$ cat src/rtl/fadd_pipe.sv
// rtl/fadd_pipe.sv - pipelined FP32 adder/subtractor with valid/ready flow control and tag passthrough
//
// Logical stages: unpack/compare | align+add | normalise | round/pack.
// NSTAGE (1..4) registers are placed from the output backwards; the
// boundaries that are not registered become plain wires.
// Denormal inputs are flushed to signed zero and tiny results flush to zero.
//
// Ports:
//   clk, rstn                 clock, asynchronous active-low reset
//   in_valid/in_ready         input handshake for x1, x2, sub, in_tag
//   x1, x2                    IEEE-754 single operands
//   sub                       0: y = x1 + x2, 1: y = x1 - x2
//   in_tag                    opaque tag, returned unchanged on out_tag
//   out_valid/out_ready       output handshake for y, ovf, nan, out_tag
//   y                         result
//   ovf                       finite inputs overflowed to infinity
//   nan                       result is the canonical NaN 0x7FC00000
//   out_tag                   tag of the operation producing y
module fadd_pipe #(
  parameter int NSTAGE = 4,
  parameter int TAGW   = 5
) (
  input  logic            clk,
  input  logic            rstn,
  input  logic            in_valid,
  output logic            in_ready,
  input  logic [31:0]     x1,
  input  logic [31:0]     x2,
  input  logic            sub,
  input  logic [TAGW-1:0] in_tag,
  output logic            out_valid,
  input  logic            out_ready,
  output logic [31:0]     y,
  output logic            ovf,
  output logic            nan,
  output logic [TAGW-1:0] out_tag
);

  // Unpacked and ordered operands: big has the larger magnitude.
  typedef struct packed {
    logic            valid;
    logic [TAGW-1:0] tag;
    logic            is_nan;
    logic            is_inf;
    logic            inf_sign;
    logic            sign;
    logic            eff_sub;
    logic [7:0]      big_e;
    logic [23:0]     big_m;
    logic [23:0]     small_m;
    logic [7:0]      shift;
  } s1_t;

  // Raw 28-bit magnitude sum: [27] carry, [26] hidden, [2:0] guard/round/sticky.
  typedef struct packed {
    logic            valid;
    logic [TAGW-1:0] tag;
    logic            is_nan;
    logic            is_inf;
    logic            inf_sign;
    logic            sign;
    logic            eff_sub;
    logic [7:0]      big_e;
    logic [27:0]     sum;
  } s2_t;

  // Normalised mantissa with hidden bit at [26]; exp is two's complement.
  typedef struct packed {
    logic            valid;
    logic [TAGW-1:0] tag;
    logic            is_nan;
    logic            is_inf;
    logic            inf_sign;
    logic            sign;
    logic            zero;
    logic [9:0]      exp;
    logic [26:0]     mant;
  } s3_t;

  logic advance;
  s1_t  s1_c, s1_q;
  s2_t  s2_c, s2_q;
  s3_t  s3_c, s3_q;

  // The whole pipe moves as one; it only holds when the result is refused.
  assign advance  = !(out_valid && !out_ready);
  assign in_ready = advance;

  // ---------------------------------------------------------------- unpack
  logic        a_s, b_s;
  logic [7:0]  a_e, b_e, small_e;
  logic [22:0] a_f, b_f;
  logic        a_zero, b_zero, a_inf, b_inf, a_nan, b_nan;
  logic [23:0] a_m, b_m;
  logic [30:0] a_mag, b_mag;
  logic        swap;

  always_comb begin
    a_s    = x1[31];
    a_e    = x1[30:23];
    a_f    = x1[22:0];
    b_s    = x2[31] ^ sub;
    b_e    = x2[30:23];
    b_f    = x2[22:0];
    a_zero = (a_e == 8'd0);
    b_zero = (b_e == 8'd0);
    a_inf  = (a_e == 8'hFF) && (a_f == 23'd0);
    b_inf  = (b_e == 8'hFF) && (b_f == 23'd0);
    a_nan  = (a_e == 8'hFF) && (a_f != 23'd0);
    b_nan  = (b_e == 8'hFF) && (b_f != 23'd0);
    // Flushed operands carry no mantissa so they compare as true zero.
    a_m    = a_zero ? 24'd0 : {1'b1, a_f};
    b_m    = b_zero ? 24'd0 : {1'b1, b_f};
    a_mag  = a_zero ? 31'd0 : {a_e, a_f};
    b_mag  = b_zero ? 31'd0 : {b_e, b_f};
    swap   = (b_mag > a_mag);
    small_e = swap ? a_e : b_e;

    s1_c          = '0;
    s1_c.valid    = in_valid;
    s1_c.tag      = in_tag;
    s1_c.is_nan   = a_nan | b_nan | (a_inf & b_inf & (a_s ^ b_s));
    s1_c.is_inf   = a_inf | b_inf;
    s1_c.inf_sign = a_inf ? a_s : b_s;
    s1_c.sign     = swap ? b_s : a_s;
    s1_c.eff_sub  = a_s ^ b_s;
    s1_c.big_e    = swap ? b_e : a_e;
    s1_c.big_m    = swap ? b_m : a_m;
    s1_c.small_m  = swap ? a_m : b_m;
    s1_c.shift    = s1_c.big_e - small_e;
  end

  // ------------------------------------------------------------- align+add
  logic [26:0] small_ext, aligned, lost_mask;
  logic        sticky;
  logic [27:0] big_ext;

  always_comb begin
    small_ext = {s1_q.small_m, 3'b000};
    if (s1_q.shift >= 8'd27) begin
      aligned   = 27'd0;
      lost_mask = '1;
      sticky    = |s1_q.small_m;
    end else begin
      aligned   = small_ext >> s1_q.shift;
      lost_mask = (27'd1 << s1_q.shift) - 27'd1;
      sticky    = |(small_ext & lost_mask);
    end
    // Jam the shifted-out bits into the LSB so RNE sees them as sticky.
    aligned[0] = aligned[0] | sticky;
    big_ext    = {1'b0, s1_q.big_m, 3'b000};

    s2_c          = '0;
    s2_c.valid    = s1_q.valid;
    s2_c.tag      = s1_q.tag;
    s2_c.is_nan   = s1_q.is_nan;
    s2_c.is_inf   = s1_q.is_inf;
    s2_c.inf_sign = s1_q.inf_sign;
    s2_c.sign     = s1_q.sign;
    s2_c.eff_sub  = s1_q.eff_sub;
    s2_c.big_e    = s1_q.big_e;
    // big >= small in magnitude, so the difference never goes negative.
    s2_c.sum      = s1_q.eff_sub ? (big_ext - {1'b0, aligned})
                                 : (big_ext + {1'b0, aligned});
  end

  // ------------------------------------------------------------- normalise
  function automatic logic [4:0] lzc27(input logic [26:0] v);
    logic [4:0] n;
    logic       found;
    n     = 5'd27;
    found = 1'b0;
    for (int i = 26; i >= 0; i--) begin
      if (!found && v[i]) begin
        n     = 5'(26 - i);
        found = 1'b1;
      end
    end
    return n;
  endfunction

  logic [4:0] lz;

  always_comb begin
    lz = lzc27(s2_q.sum[26:0]);

    s3_c          = '0;
    s3_c.valid    = s2_q.valid;
    s3_c.tag      = s2_q.tag;
    s3_c.is_nan   = s2_q.is_nan;
    s3_c.is_inf   = s2_q.is_inf;
    s3_c.inf_sign = s2_q.inf_sign;
    s3_c.zero     = (s2_q.sum == 28'd0);
    // Exact cancellation gives +0; a sum of like-signed zeros keeps the sign.
    s3_c.sign     = (s3_c.zero && s2_q.eff_sub) ? 1'b0 : s2_q.sign;
    if (s2_q.sum[27]) begin
      s3_c.mant = {s2_q.sum[27:2], s2_q.sum[1] | s2_q.sum[0]};
      s3_c.exp  = {2'b00, s2_q.big_e} + 10'd1;
    end else begin
      s3_c.mant = s2_q.sum[26:0] << lz;
      s3_c.exp  = {2'b00, s2_q.big_e} - {5'd0, lz};
    end
  end

  // ------------------------------------------------------------ round/pack
  logic        rnd_up;
  logic [24:0] m_rnd;
  logic [9:0]  exp_rnd;
  logic [31:0] y_c;
  logic        ovf_c, nan_c;

  always_comb begin
    rnd_up  = s3_q.mant[2] & (s3_q.mant[1] | s3_q.mant[0] | s3_q.mant[3]);
    m_rnd   = {1'b0, s3_q.mant[26:3]} + {24'd0, rnd_up};
    // Mantissa carry-out: value is exactly 2.0 * 2^exp, fraction becomes 0.
    exp_rnd = s3_q.exp + {9'd0, m_rnd[24]};
    y_c     = {s3_q.sign, 31'd0};
    ovf_c   = 1'b0;
    nan_c   = 1'b0;
    if (s3_q.is_nan) begin
      y_c   = 32'h7FC0_0000;
      nan_c = 1'b1;
    end else if (s3_q.is_inf) begin
      y_c = {s3_q.inf_sign, 8'hFF, 23'd0};
    end else if (s3_q.zero || ($signed(s3_q.exp) <= 10'sd0)) begin
      y_c = {s3_q.sign, 31'd0};
    end else if ($signed(exp_rnd) >= 10'sd255) begin
      y_c   = {s3_q.sign, 8'hFF, 23'd0};
      ovf_c = 1'b1;
    end else begin
      y_c = {s3_q.sign, exp_rnd[7:0], m_rnd[24] ? 23'd0 : m_rnd[22:0]};
    end
  end

  // --------------------------------------------------- stage boundaries
  generate
    if (NSTAGE >= 4) begin : g_reg1
      always_ff @(posedge clk or negedge rstn) begin
        if (!rstn)        s1_q <= '0;
        else if (advance) s1_q <= s1_c;
      end
    end else begin : g_wire1
      assign s1_q = s1_c;
    end

    if (NSTAGE >= 3) begin : g_reg2
      always_ff @(posedge clk or negedge rstn) begin
        if (!rstn)        s2_q <= '0;
        else if (advance) s2_q <= s2_c;
      end
    end else begin : g_wire2
      assign s2_q = s2_c;
    end

    if (NSTAGE >= 2) begin : g_reg3
      always_ff @(posedge clk or negedge rstn) begin
        if (!rstn)        s3_q <= '0;
        else if (advance) s3_q <= s3_c;
      end
    end else begin : g_wire3
      assign s3_q = s3_c;
    end
  endgenerate

  always_ff @(posedge clk or negedge rstn) begin
    if (!rstn) begin
      out_valid <= 1'b0;
      y         <= 32'd0;
      ovf       <= 1'b0;
      nan       <= 1'b0;
      out_tag   <= '0;
    end else if (advance) begin
      out_valid <= s3_q.valid;
      y         <= y_c;
      ovf       <= ovf_c;
      nan       <= nan_c;
      out_tag   <= s3_q.tag;
    end
  end

endmodule
$ cat config.mk
export PLATFORM = sky130hd
export DESIGN_NAME = fadd_pipe
export DESIGN_NICKNAME = d
export VERILOG_FILES = /design/src/rtl/fadd_pipe.sv
export SDC_FILE = /design/constraint.sdc
export NUM_CORES = 1
export LEC_CHECK = 0
export BUFFER_PORTS_ARGS = -buffer_cell sky130_fd_sc_hd__buf_2
export CAP_MARGIN = 0
export CORE_ASPECT_RATIO = 1.1
export CORE_MARGIN = 4
export CORE_UTILIZATION = 40
export CTS_BUF_LIST = sky130_fd_sc_hd__clkbuf_8
export CTS_CLUSTER_DIAMETER = 60
export DETAILED_ROUTE_END_ITERATION = 8
export SLEW_MARGIN = 30
export SYNTH_ARGS = -nofsm -noshare
export SYNTH_HDL_FRONTEND = slang
export SYNTH_SLANG_ARGS = --single-unit
$ cat constraint.sdc
create_clock -name clk -period 5.6 [get_ports clk]
set_input_delay 0.84 -clock clk [delete_from_list [all_inputs] [get_ports clk]]
set_output_delay 0.84 -clock clk [all_outputs]
set_load 0.01 [all_outputs]
==> results, run 1 <==
- Summed over all failing endpoints, the final setup total negative slack is 0 ps.
- Static timing analysis puts the maximum clock frequency at 193 MHz.
- The root buffer cell is clkbuf_8.
- For the worst-skew pair, the clock arrives at the later sink with an insertion delay of 600 ps.
- In the global route stage, overall resource usage came out at a little under a quarter.
- The hold violation total from the final report is 0.
- Among all flip-flop cells after synthesis, the most frequent one is dfrtp_1.
- The distinct cell type count of the synthesized netlist is 85.
- The clock tree from TritonCTS is built.
- Setup repair after global routing left no endpoint under its margin.
- The number of standard cells in the layout, taps in and fillers out is 2871.
- The capturing point of the worst reg2reg path is s2_q[26].
- After legalization and detailed placement, the total HPWL measured just over 40000 um.
- The die is around 220 um tall.
- The number of setup violations in the final report is 0.
- The kind of launch point of the worst setup path is a register.
- Dividing total power by cell area gives a power density of a little over 500 nW/um^2.
- The number of flops mapped to enable cells by yosys is 0.
- The area growth from synthesis to final layout is 12.9%.
- The total number of vias is between 15k and 20k.
- The number of buffers inserted to repair setup after CTS is 0.
- The count of port buffers added during placement is ~110.
- The die covers 45500 um^2.
- Measured along the x axis, the die boundary spans 204 um.
- The worst path uses a little over 90% of the clock period.
- For this configuration, the core starts out at a cell density of approximately two fifths.
- Buffers inserted to repair hold after CTS numbered 0.
- The worst-margin pin slew is 848 ps.
- approximately 120 I/O pins were placed.
- The dominant cell type by area after synthesis is dfrtp_1.
- The maximum fanout along the worst path is 25.
- The tool flagged a number of max-cap violations equal to 0.
- The final wirelength is between 50000 and 60000 um.
- The first-pass GRT wire length is around 86000 um.
- The via count of the first global-routing pass is between 15k and 20k.
- The total iterations of the first detailed-routing run is 5.
- The detail-routed via count per cell is between 5 and 6.
- In the layout the commonest cells are nand2_1, nor2_1, dfrtp_1.
- The maximum number of pins on one net before global-route repair is ~190.
- Once routing completed, OpenROAD measured the worst setup slack at 423 ps.
- The mapped netlist covers 16800 um^2.
- The routed wirelength normalized by instance count is approximately 19 um.
- The gate count after technology mapping is roughly 2.2k.
- The sequential cell area fraction in the yosys report is 31.2%.
- The synthesized netlist devotes just over 7% of its cell area to adder and majority cells.
- The number of warnings reported in the yosys synthesis log is 0.
- The worst vdd rail ir drop is ~0.00035 V.
- The min-delay analysis places its worst path in the category input pin to asynchronous set/reset pin.
- The maximum clock path buffer count is 3.
- The reg-to-reg critical path startpoint is s1_q[0].
- After synthesis, the share of flip-flops with an asynchronous set or reset is 100%.
- The cell that appears most often on the critical path is a21oi_1.
- After detailed routing, the number of remaining DRC violations is 0.
- The level count of the clock H-tree is 2.
- The number of antenna violations at the first check in global routing was 1.
- The placed instances occupy a cell area of ~18000 um^2.
- The data required time of the worst path is 6100 ps.
- The critical path goes through buf_12 -> buf_4 -> mux4_2 -> mux2_2 -> and2_1 -> nand2_1 -> o21a_1 -> ha_1 -> nand2b_1 -> a21oi_1 -> o21ai_0 -> a211oi_1 -> a211o_1 -> a21oi_1 -> o211ai_1 -> a221o_1 -> a2111oi_0 -> o32ai_1 -> a31oi_1.
- After synthesis, the cell types taking the most area are dfrtp_1, nand2_1, ha_1, nor2_1, a21oi_1.
- The number of placement rows is around 80.
- The flow ran to the end, and the final reports show no timing, DRC or antenna violations.
- The filler cell count is around 4.2k.
- Summing the areas of all xor and xnor instances in the mapped netlist gives between 3 and 4% of the synthesized area.
- The count of pins over their slew limit is 0.
- The number of DRC markers after the initial detailed-route iteration is between 1k and 1.5k.
- The average cell area after synthesis is roughly 7.6 um^2.
- The worst setup timing slack at the placement stage is approximately 290 ps.
- The worst setup path is captured at a register.
- In the synthesized netlist, mux cells make up approximately 7.1% of the area.
- Data on the critical path arrives at its endpoint at around 5700 ps.
- Leaving out fill and tap cells, the most frequent cell in the layout is nand2_1.
- The count of nets left with antenna violations once routing finished came out at 0.
- The slowest cell on the critical path is mux4_2.
- The register clock-pin slew on the reported worst setup and hold paths is roughly 60 ps.
- The area fraction in and, or, nand and nor cells after synthesis is a little under a quarter.
- The total CTS buffers is 40.
- When the netlist entered floorplanning its net count stood at about 2.4k.
- The delay contributed by the slowest stage of the critical path is ~530 ps.
- The tightest hold margin is 269 ps.
- After routing the design area is between 15000 and 20000 um^2.
- After synthesis, the largest family of logic cells by area is simple AND/OR/NAND/NOR gates.
- For this run, the post-layout net count is 2444.
- The number of sinks handled by clock tree synthesis is between 200 and 250.
- The reg2reg setup slack is 420 ps.
- The fraction of final layout cells sized beyond drive strength 1 is about an eighth.
- The synthesized netlist devotes about a fifth of its cell area to compound gates.
- After global routing the overflow that remains totals 0.
- In this run the standard cell core region covers 41500 um^2.
- In this run, placement finished with an instance count of around 2.8k.
- Counting flops and latches in the post-synthesis netlist gives between 200 and 250.
- The minimum clock period is around 5200 ps.
- The critical path is of the register to register type.
- The share of Yosys cell area claimed by the top area cell type is between 30% and 40%.
- Routability-driven placement finished with a final weighted congestion of a little under 1.
- The leakage power total is 8.66 nW.
- On the final layout, the worst clock skew is about 35 ps.
- The number of cells on the worst reg-to-reg path is 19.
- In this run the tightest slew margin relative to its limit is between 40% and 50%.
- The number of gates resized after CTS is 0.
## report_power, final
group          total [W]  switching (W)  internal [W]
clock network    0.00173       0.000684       0.00105
logic            0.00493        0.00293       0.00200
registers        0.00305       0.000879       0.00217
total            0.00972        0.00450       0.00522
## area by class of cell
class | instances | area (um^2) | share of cell area (%)
multi-input combinational | 1742 | 10600 | 55.8
tap | 560 | 701 | 3.68
inverter | 108 | 410 | 2.16
sequential | 210 | 5260 | 27.6
clock inverter | 20 | 204 | 1.07
antenna | 2 | 5.00 | 0.0263
clock buffer | 54 | 743 | 3.91
timing repair buffer | 175 | 1090 | 5.72
## routing by layer
metal  GRT usage, %  part of all wire [%]  up-vias
li1               -                     -     7974
met5              0                     0        -
met1           31.5                    45     7816
met3           3.29                   5.5      121
met2           36.9                    46      575
met4           9.12                   3.8        0
## synthesized netlist by cell type, drive strengths merged (9+ instances only)
master / number
xnor2: 49
o21ai: 151
inv: 105
mux4: 9
o21a: 13
ha: 91
a21oi: 148
clkbuf: 130
dfrtp: 210
o22ai: 11
buf: 25
o211ai: 19
o21bai: 11
a31oi: 78
xor2: 24
nor4: 32
or3: 13
mux2: 22
o31ai: 13
mux2i: 74
nor2: 247
a221oi: 12
a21o: 22
nor2b: 12
and3: 20
and2: 11
nand3: 65
a211oi: 19
o22a: 13
nor3: 39
nand2b: 16
nand2: 379
nand4: 24
## kinds of logic after synthesis
| family | after synthesis |
|---|---|
| DFF | 210 |
| xor gates and xnor gates | 73 |
| and+or+nand+nor | 893 |
| adders and majority gates | 95 |
| muxes | 105 |
| buffers and inverters | 263 |
| AOI/OAI and AO/OA | 576 |
## worst max path at each step
stage                        from        to  slack (ps)  cells after the start
after global placement     x2[23]   s1_q[6]         350                     21
after floorplan            x1[27]   s1_q[6]         140                     24
final                     s1_q[0]  s2_q[26]         420                     19
after global routing      s1_q[0]  s2_q[26]          40                     20
after CTS                 s1_q[0]  s2_q[26]         480                     19
after detailed placement   x2[29]   s1_q[6]         290                     21
## flip-flops by register name, summed over array words and instances (netlist names)
signal / cells
big_ext: 24
s3_q: 48
s1_q: 51
nan: 1
s2_q: 47
out_tag: 5
ovf: 1
y: 32
out_valid: 1
## critical path, delay by kind of cell, from the launching register on
kind | cells | cell delay [ps]
AO/OA/AOI/OAI | 11 | 2760
flip-flops | 1 | 400
AND/OR/NAND/NOR | 3 | 410
multiplexers | 2 | 800
adder cells (fa/ha/maj) | 1 | 250
buffers and inverters | 2 | 440
## stage by stage
stage | util (%) | total power (W)
floorplan | - | 0.00632
finish | 45.9 | 0.00972
global placement | 43.6 | 0.00790
detailed placement | 43.6 | 0.00795
CTS | 45.9 | 0.00974
global route | 45.9 | 0.0105
No activity file was read; power rests on OpenSTA's default activity.
==> run 2, diff against run 1 <==
Settings changed: CELL_PAD_IN_SITES_DETAIL_PLACEMENT set to 1, CELL_PAD_IN_SITES_GLOBAL_PLACEMENT set to 1, PLACE_DENSITY_LB_ADDON set to 0.1.
==> run 2 against run 1 <==
- maximum frequency down 0.55%
- final cell count down 0.52%
- flip-flop and latch count stayed put
- critical endpoint unchanged
- highest routed layer is now met5
==> results, run 2 (synthesis results as in run 1) <==
- The total CTS buffers is 40 (unchanged).
- The number of I/O pins is 115 (unchanged).
- The die span in y is 223 um (unchanged).
- The level count of the clock H-tree is 2 (unchanged).
- The count of pins over their slew limit was 0 (unchanged).
- The detail-routed via count per cell came to 5.84 (was 5.74).
- The number of max-capacitance violations reported was 0 (unchanged).
- The setup total negative slack is 0 ps (unchanged).
- The remaining routing DRC violations was 0 (unchanged).
- The number of gates resized after CTS is 0 (unchanged).
- The tightest hold margin came to 223 ps (was 269 ps).
- The via count of the first global-routing pass was 17.3k (was 15.8k).
- The kind of launch point of the worst setup path was a register (unchanged).
- The register clock-pin slew on the reported worst setup and hold paths is 60 ps (about the same).
- The number of sinks handled by clock tree synthesis is 210 (unchanged).
- The least setup slack across all paths after layout is 395 ps (was 423 ps).
- The number of flip-flops in the largest register is 51 (unchanged).
- The number of setup violations in the final report is 0 (unchanged).
- The fraction of final layout cells sized beyond drive strength 1 is 12.0% (was 12.6%).
- The most common cell type on the critical path is a21oi_1 (unchanged).
- The first-pass GRT wire length is 98200 um (was 85600 um).
- The total number of vias is 16.7k (was 16.5k).
- The placer's final routability congestion estimate came to 0.966 (was 0.983).
- The number of placement rows is 78 (unchanged).
- The minimum clock period is 5210 ps (was 5180 ps).
- The delay contributed by the slowest stage of the critical path is 710 ps (was 530 ps).
- The maximum number of pins on one net before global-route repair is 188 (was 189).
- The number of antenna violations at the first check in global routing is 1 (unchanged).
- The worst-margin pin slew is 871 ps (was 848 ps).
- The final wirelength is 61100 um (was 53600 um).
- Most used cells in the layout excluding fill and tap cells: nand2_1, nor2_1, dfrtp_1 (unchanged).
- The number of diodes came to 0 (was 2).
- The worst max-slew margin expressed relative to the limit is 41.9% (was 43.5%).
- The area growth from synthesis to final layout is 11.4% (was 12.9%).
- The maximum clock path buffer count is 3 (unchanged).
- The total grt overflow is 0 (unchanged).
- The data required time of the worst path is 6100 ps (about the same).
- The maximum fanout along the worst path is 30 (was 25).
- The clock insertion delay at the later pin of the skew report is 600 ps (about the same).
- The worst clock skew is 28.1 ps (was 34.9 ps).
- Run status: finished, final reports clean (unchanged).
- The root buffer cell is clkbuf_8 (unchanged).
- The number of buffers inserted to repair setup after CTS is 0 (unchanged).
- The gate family responsible for the most delay along the worst path is compound AO/OA/AOI/OAI gates (unchanged).
- The startpoint-to-endpoint class of the critical path is register to register (unchanged).
- The register name with the most flops is s1_q (unchanged).
- The kind of capture point of the worst setup path is a register (unchanged).
- The hold violation total from the final report came to 0 (unchanged).
- The leakage power total is 8.55 nW (was 8.66 nW).
- Top flop regs: s1_q: 51 flops, s3_q: 48 flops, s2_q: 47 flops (unchanged).
- The starting density of the core was 40.6% (unchanged).
- Sequence of cells on the critical path: buf_4 -> mux4_2 -> mux2i_1 -> nor3_1 -> a21oi_1 -> o21a_1 -> ha_1 -> nand2b_1 -> a21oi_1 -> o21ai_0 -> a211oi_1 -> a211o_1 -> a21oi_1 -> o211ai_1 -> a221o_1 -> a2111oi_0 -> o32ai_1 -> a31oi_1 (was buf_12 -> buf_4 -> mux4_2 -> mux2_2 -> and2_1 -> nand2_1 -> o21a_1 -> ha_1 -> nand2b_1 -> a21oi_1 -> o21ai_0 -> a211oi_1 -> a211o_1 -> a21oi_1 -> o211ai_1 -> a221o_1 -> a2111oi_0 -> o32ai_1 -> a31oi_1).
- The most common library cell in the layout ignoring fill and taps is nand2_1 (unchanged).
- The half-perimeter wire length after detailed placement is 46100 um (was 40600 um).
- The worst setup timing slack at the placement stage is 90.8 ps (was 285 ps).
- The standard cell core area is 41500 um^2 (unchanged).
- The total iterations of the first detailed-routing run was 5 (unchanged).
- The worst hold path class was input pin to asynchronous set/reset pin (unchanged).
- The remaining antenna violation count after routing is 0 (unchanged).
- The clock tree from TritonCTS is built (unchanged).
- The hold-fix buffer count after cts is 0 (unchanged).
- The die outline area came to 45500 um^2 (unchanged).
- The horizontal extent of the die is 204 um (unchanged).
- The number of DRC markers after the initial detailed-route iteration was 1117 (was 1284).
- The slowest cell on the critical path is dfrtp_4 (was mux4_2).
- The routed wirelength normalized by instance count is 21.4 um (was 18.7 um).
- The power per standard cell area is 513 nW/um^2 (was 511 nW/um^2).
- The all-layer global routing usage came to 26.6% (was 23.0%).
- The number of buffers and inverters on the critical path is 1 (was 2).
- The data arrival time at the worst-slack endpoint is 5710 ps (was 5680 ps).
- The count of port buffers added during placement came to 114 (unchanged).
- The number of nets in the layout is 2435 (was 2444).
- The share of the clock period used by the worst path after layout was 92.9% (was 92.4%).
- The timing-limited maximum frequency came to 192 MHz (was 193 MHz).
- The worst vdd rail ir drop came to 0.000355 V (about the same).
- RSZ-0062 raised after global routing: false (unchanged).
run 2: changes by cell type in the layout (fill, tap and decap cells not counted):
cell | previous run | this run
buf_4 | 57 | 49
buf_12 | 4 | 3
bufinv_16 | 4 | 1
clkbuf_8 | 54 | 46
dfrtp_1 | 210 | 209
nor3_2 | 1 | 0
inv_1 | 112 | 116
dfrtp_4 | 0 | 1
clkinv_2 | 2 | 5
diode_2 | 2 | 0
nor3_1 | 38 | 39
run 2: area by class of cell:
| type | instances | area [um^2] |
|---|---|---|
| clock inverter | 24 | 144 |
| fill | 5189 | 22700 |
| tap | 560 | 701 |
| multi-input combinational | 1742 | 10600 |
| inverter | 108 | 410 |
| timing repair buffer | 166 | 1010 |
| sequential | 210 | 5260 |
| clock buffer | 46 | 633 |
run 2: metrics by stage:
step / power, W / area [um^2] / util [%] / instances
after CTS: 0.00965 / 18800 / 45.3 / 2856
after detailed placement: 0.00810 / 18000 / 43.4 / 2786
final: 0.00962 / 18800 / 45.3 / 2856
after floorplan: 0.00632 / 16800 / - / 2215
after global routing: 0.0104 / 18800 / 45.3 / 2856
after global placement: 0.00795 / 18000 / 43.4 / 2786
run 2: where the power goes:
part           total, W  internal, W  switching [W]
clock           0.00150     0.000799       0.000697
combinational   0.00498      0.00196        0.00301
sequential      0.00315      0.00217       0.000978
total           0.00962      0.00494        0.00468
run 2: worst paths after layout:
path,startpoint,slack [ps],depth (start not counted),end
hold / removal,rstn,220,1,s2_q[10]
setup / recovery,s1_q[0],390,18,s2_q[26]
hold reg to reg,out_tag[0],460,2,out_tag[0]
min in group clk,out_tag[0],460,2,out_tag[0]
setup reg to reg,s1_q[0],390,18,s2_q[26]
max in group asynchronous,rstn,4030,2,s1_q[0]
run 2: per-layer routing:
metal | vias up | track usage, % | part of all wire [%]
li1 | 7927 | - | -
met1 | 8173 | 35.3 | 44
met2 | 440 | 44.1 | 47
met3 | 134 | 4.16 | 4.6
met4 | 2 | 9.58 | 3.9
met5 | - | 0 | 0.021
==> run 3, diff against run 2 <==
Clock period 5.6 ns to 6.3 ns, I/O delays scaled along.
==> run 3 against run 2 <==
- final cell count shrank 0.63%
- critical path depth grew 1
- routed wire length shrank 3.4%
- via count shrank 0.59%
- global-route usage shrank 0.96 points
- core utilization shrank 0.23 points
- worst setup slack gained 460 ps
- count of clock-buffer cells in the layout grew 4
- non-clock buffer count shrank 22
- critical endpoint unchanged
- largest cell class unchanged
==> results, run 3 (synthesis results as in run 1) <==
- The register name with the most flops was s1_q (unchanged).
- The share of the clock period used by the worst path after layout was 86.4% (was 92.9%).
- The leakage power total is 8.45 nW (was 8.55 nW).
- The delay contributed by the slowest stage of the critical path was 790 ps (was 710 ps).
- The area growth from synthesis to final layout is 10.9% (was 11.4%).
- The post-layout instance area was 18700 um^2 (was 18800 um^2).
- The detail-routed via count per cell came to 5.84 (about the same).
- The routed wirelength normalized by instance count is 20.8 um (was 21.4 um).
- The number of sinks handled by clock tree synthesis is 210 (unchanged).
- The filler cell count is 5137 (was 5189).
- The power per standard cell area is 456 nW/um^2 (was 513 nW/um^2).
- The count of port buffers added during placement is 114 (unchanged).
- The data required time of the worst path is 6820 ps (was 6100 ps).
- The register clock-pin slew on the reported worst setup and hold paths is 60 ps (about the same).
- The root buffer cell is clkbuf_8 (unchanged).
- The hold violation total from the final report is 0 (unchanged).
- The die outline area is 45500 um^2 (unchanged).
- The most common library cell in the layout ignoring fill and taps is nand2_1 (unchanged).
- The most common cell type on the critical path is a21oi_1 (unchanged).
- The die span in y is 223 um (unchanged).
- The startpoint-to-endpoint class of the critical path was register to register (unchanged).
- The slowest cell on the critical path is dfrtp_2 (was dfrtp_4).
- The number of gates resized after CTS is 0 (unchanged).
- The data arrival time at the worst-slack endpoint is 5960 ps (was 5710 ps).
- Sequence of cells on the critical path: buf_4 -> mux2i_1 -> o2bb2ai_1 -> mux2_2 -> and2_1 -> nand2_1 -> o21a_1 -> ha_1 -> nand2b_1 -> a21oi_1 -> o21ai_0 -> a211oi_1 -> a211o_1 -> a21oi_1 -> o211ai_1 -> a221o_1 -> a2111oi_0 -> o32ai_1 -> a31oi_1 (was buf_4 -> mux4_2 -> mux2i_1 -> nor3_1 -> a21oi_1 -> o21a_1 -> ha_1 -> nand2b_1 -> a21oi_1 -> o21ai_0 -> a211oi_1 -> a211o_1 -> a21oi_1 -> o211ai_1 -> a221o_1 -> a2111oi_0 -> o32ai_1 -> a31oi_1).
- The half-perimeter wire length after detailed placement was 45200 um (was 46100 um).
- The minimum clock period came to 5440 ps (was 5210 ps).
- The instance area after placement is 17800 um^2 (was 18000 um^2).
- The first-pass GRT wire length is 95100 um (was 98200 um).
- The total grt overflow is 0 (unchanged).
- Most used cells in the layout excluding fill and tap cells: nand2_1, nor2_1, dfrtp_1 (unchanged).
- The worst max-slew margin expressed relative to the limit came to 41.0% (was 41.9%).
- The number of nets in the layout is 2415 (was 2435).
- The clock tree from TritonCTS is built (unchanged).
- Run status: finished, final reports clean (unchanged).
- The kind of capture point of the worst setup path is a register (unchanged).
- The via count of the first global-routing pass is 17.2k (was 17.3k).
- The count of pins over their slew limit is 0 (unchanged).
- The kind of launch point of the worst setup path is a register (unchanged).
- The placer's final routability congestion estimate is 0.950 (was 0.966).
- The remaining routing DRC violations is 0 (unchanged).
- The total iterations of the first detailed-routing run was 5 (unchanged).
- The worst clock skew is 24.4 ps (was 28.1 ps).
- The timing-limited maximum frequency is 184 MHz (was 192 MHz).
- The level count of the clock H-tree was 2 (unchanged).
- The remaining antenna violation count after routing is 0 (unchanged).
- RSZ-0062 raised after global routing: false (unchanged).
- The horizontal extent of the die was 204 um (unchanged).
- The total CTS buffers is 42 (was 40).
- The number of antenna violations at the first check in global routing is 1 (unchanged).
- The starting density of the core came to 40.6% (unchanged).
- The number of max-capacitance violations reported came to 0 (unchanged).
- The total number of vias is 16.6k (was 16.7k).
- The maximum number of pins on one net before global-route repair is 167 (was 188).
- The worst vdd rail ir drop is 0.000162 V (was 0.000355 V).
- The number of buffers inserted to repair setup after CTS is 0 (unchanged).
- The maximum fanout along the worst path is 26 (was 30).
- The number of DRC markers after the initial detailed-route iteration is 975 (was 1117).
- The number of setup violations in the final report is 0 (unchanged).
- The number of placement rows was 78 (unchanged).
- The clock insertion delay at the later pin of the skew report came to 600 ps (about the same).
- The all-layer global routing usage came to 25.6% (was 26.6%).
- The total chip power is 0.00852 W (was 0.00962 W).
- Top flop regs: s1_q: 51 flops, s3_q: 48 flops, s2_q: 47 flops (unchanged).
- The final wirelength is 59000 um (was 61100 um).
- The worst hold path class is input pin to asynchronous set/reset pin (unchanged).
- The worst-margin pin slew is 885 ps (was 871 ps).
- The maximum clock path buffer count is 3 (unchanged).
- The hold-fix buffer count after cts came to 0 (unchanged).
- The number of I/O pins is 115 (unchanged).
- The number of flip-flops in the largest register is 51 (unchanged).
- The fraction of final layout cells sized beyond drive strength 1 is 11.5% (was 12.0%).
- The setup total negative slack is 0 ps (unchanged).
- The reg2reg setup slack is 860 ps (was 390 ps).
- The standard cell core area is 41500 um^2 (unchanged).
-- run 3: path summary, 6_finish.rpt --
| path | cells past startpoint | endpoint | from |
|---|---|---|---|
| max in group asynchronous | 3 | big_ext[11] | rstn |
| max | 19 | s2_q[26] | s1_q[0] |
| min | 1 | s2_q[5] | rstn |
| min in group clk | 2 | out_tag[3] | out_tag[3] |
| min reg2reg | 2 | out_tag[3] | out_tag[3] |
| max reg2reg | 19 | s2_q[26] | s1_q[0] |
-- run 3: critical path, delay by kind of cell, from the launching register on --
kind            cells  cell delay (ps)
compound gates     12             3120
flops               1              790
simple gates        3              420
fa+ha+maj           1              400
mux                 2              330
buf+inv             1              290
-- run 3: power breakdown --
part	total, W	internal (W)	switching, W
Combinational	0.00435	0.00171	0.00264
Clock	0.00140	0.000767	0.000635
Sequential	0.00277	0.00193	0.000842
Total	0.00852	0.00441	0.00412
-- run 3: layout make-up --
type,count,area [um^2],share of cell area (%)
antenna,1,2.50,0.0134
clock inverter,23,148,0.790
multi-input combinational,1742,10600,56.9
sequential,210,5260,28.1
timing repair buffer,144,851,4.56
inverter,108,410,2.20
tap,560,701,3.75
clock buffer,50,688,3.68
-- run 3: layer usage --
layer | up-vias | GRT usage [%] | routed length (um)
li1 | 7892 | - | -
met3 | 129 | 3.36 | 2530
met2 | 422 | 42.6 | 28000
met1 | 8135 | 34.1 | 26200
met4 | 0 | 9.90 | 2320
met5 | - | 0 | 0
-- run 3: per-stage QoR --
step                setup WS (ps)  instances  util (%)  hold slack, ps
global placement              790       2763      42.9             445
detailed placement            704       2763      42.9             450
CTS                           880       2836      44.9             211
floorplan                     737       2215         -             430
finish                        858       2838      45.0             247
global route                  396       2838      45.0             247
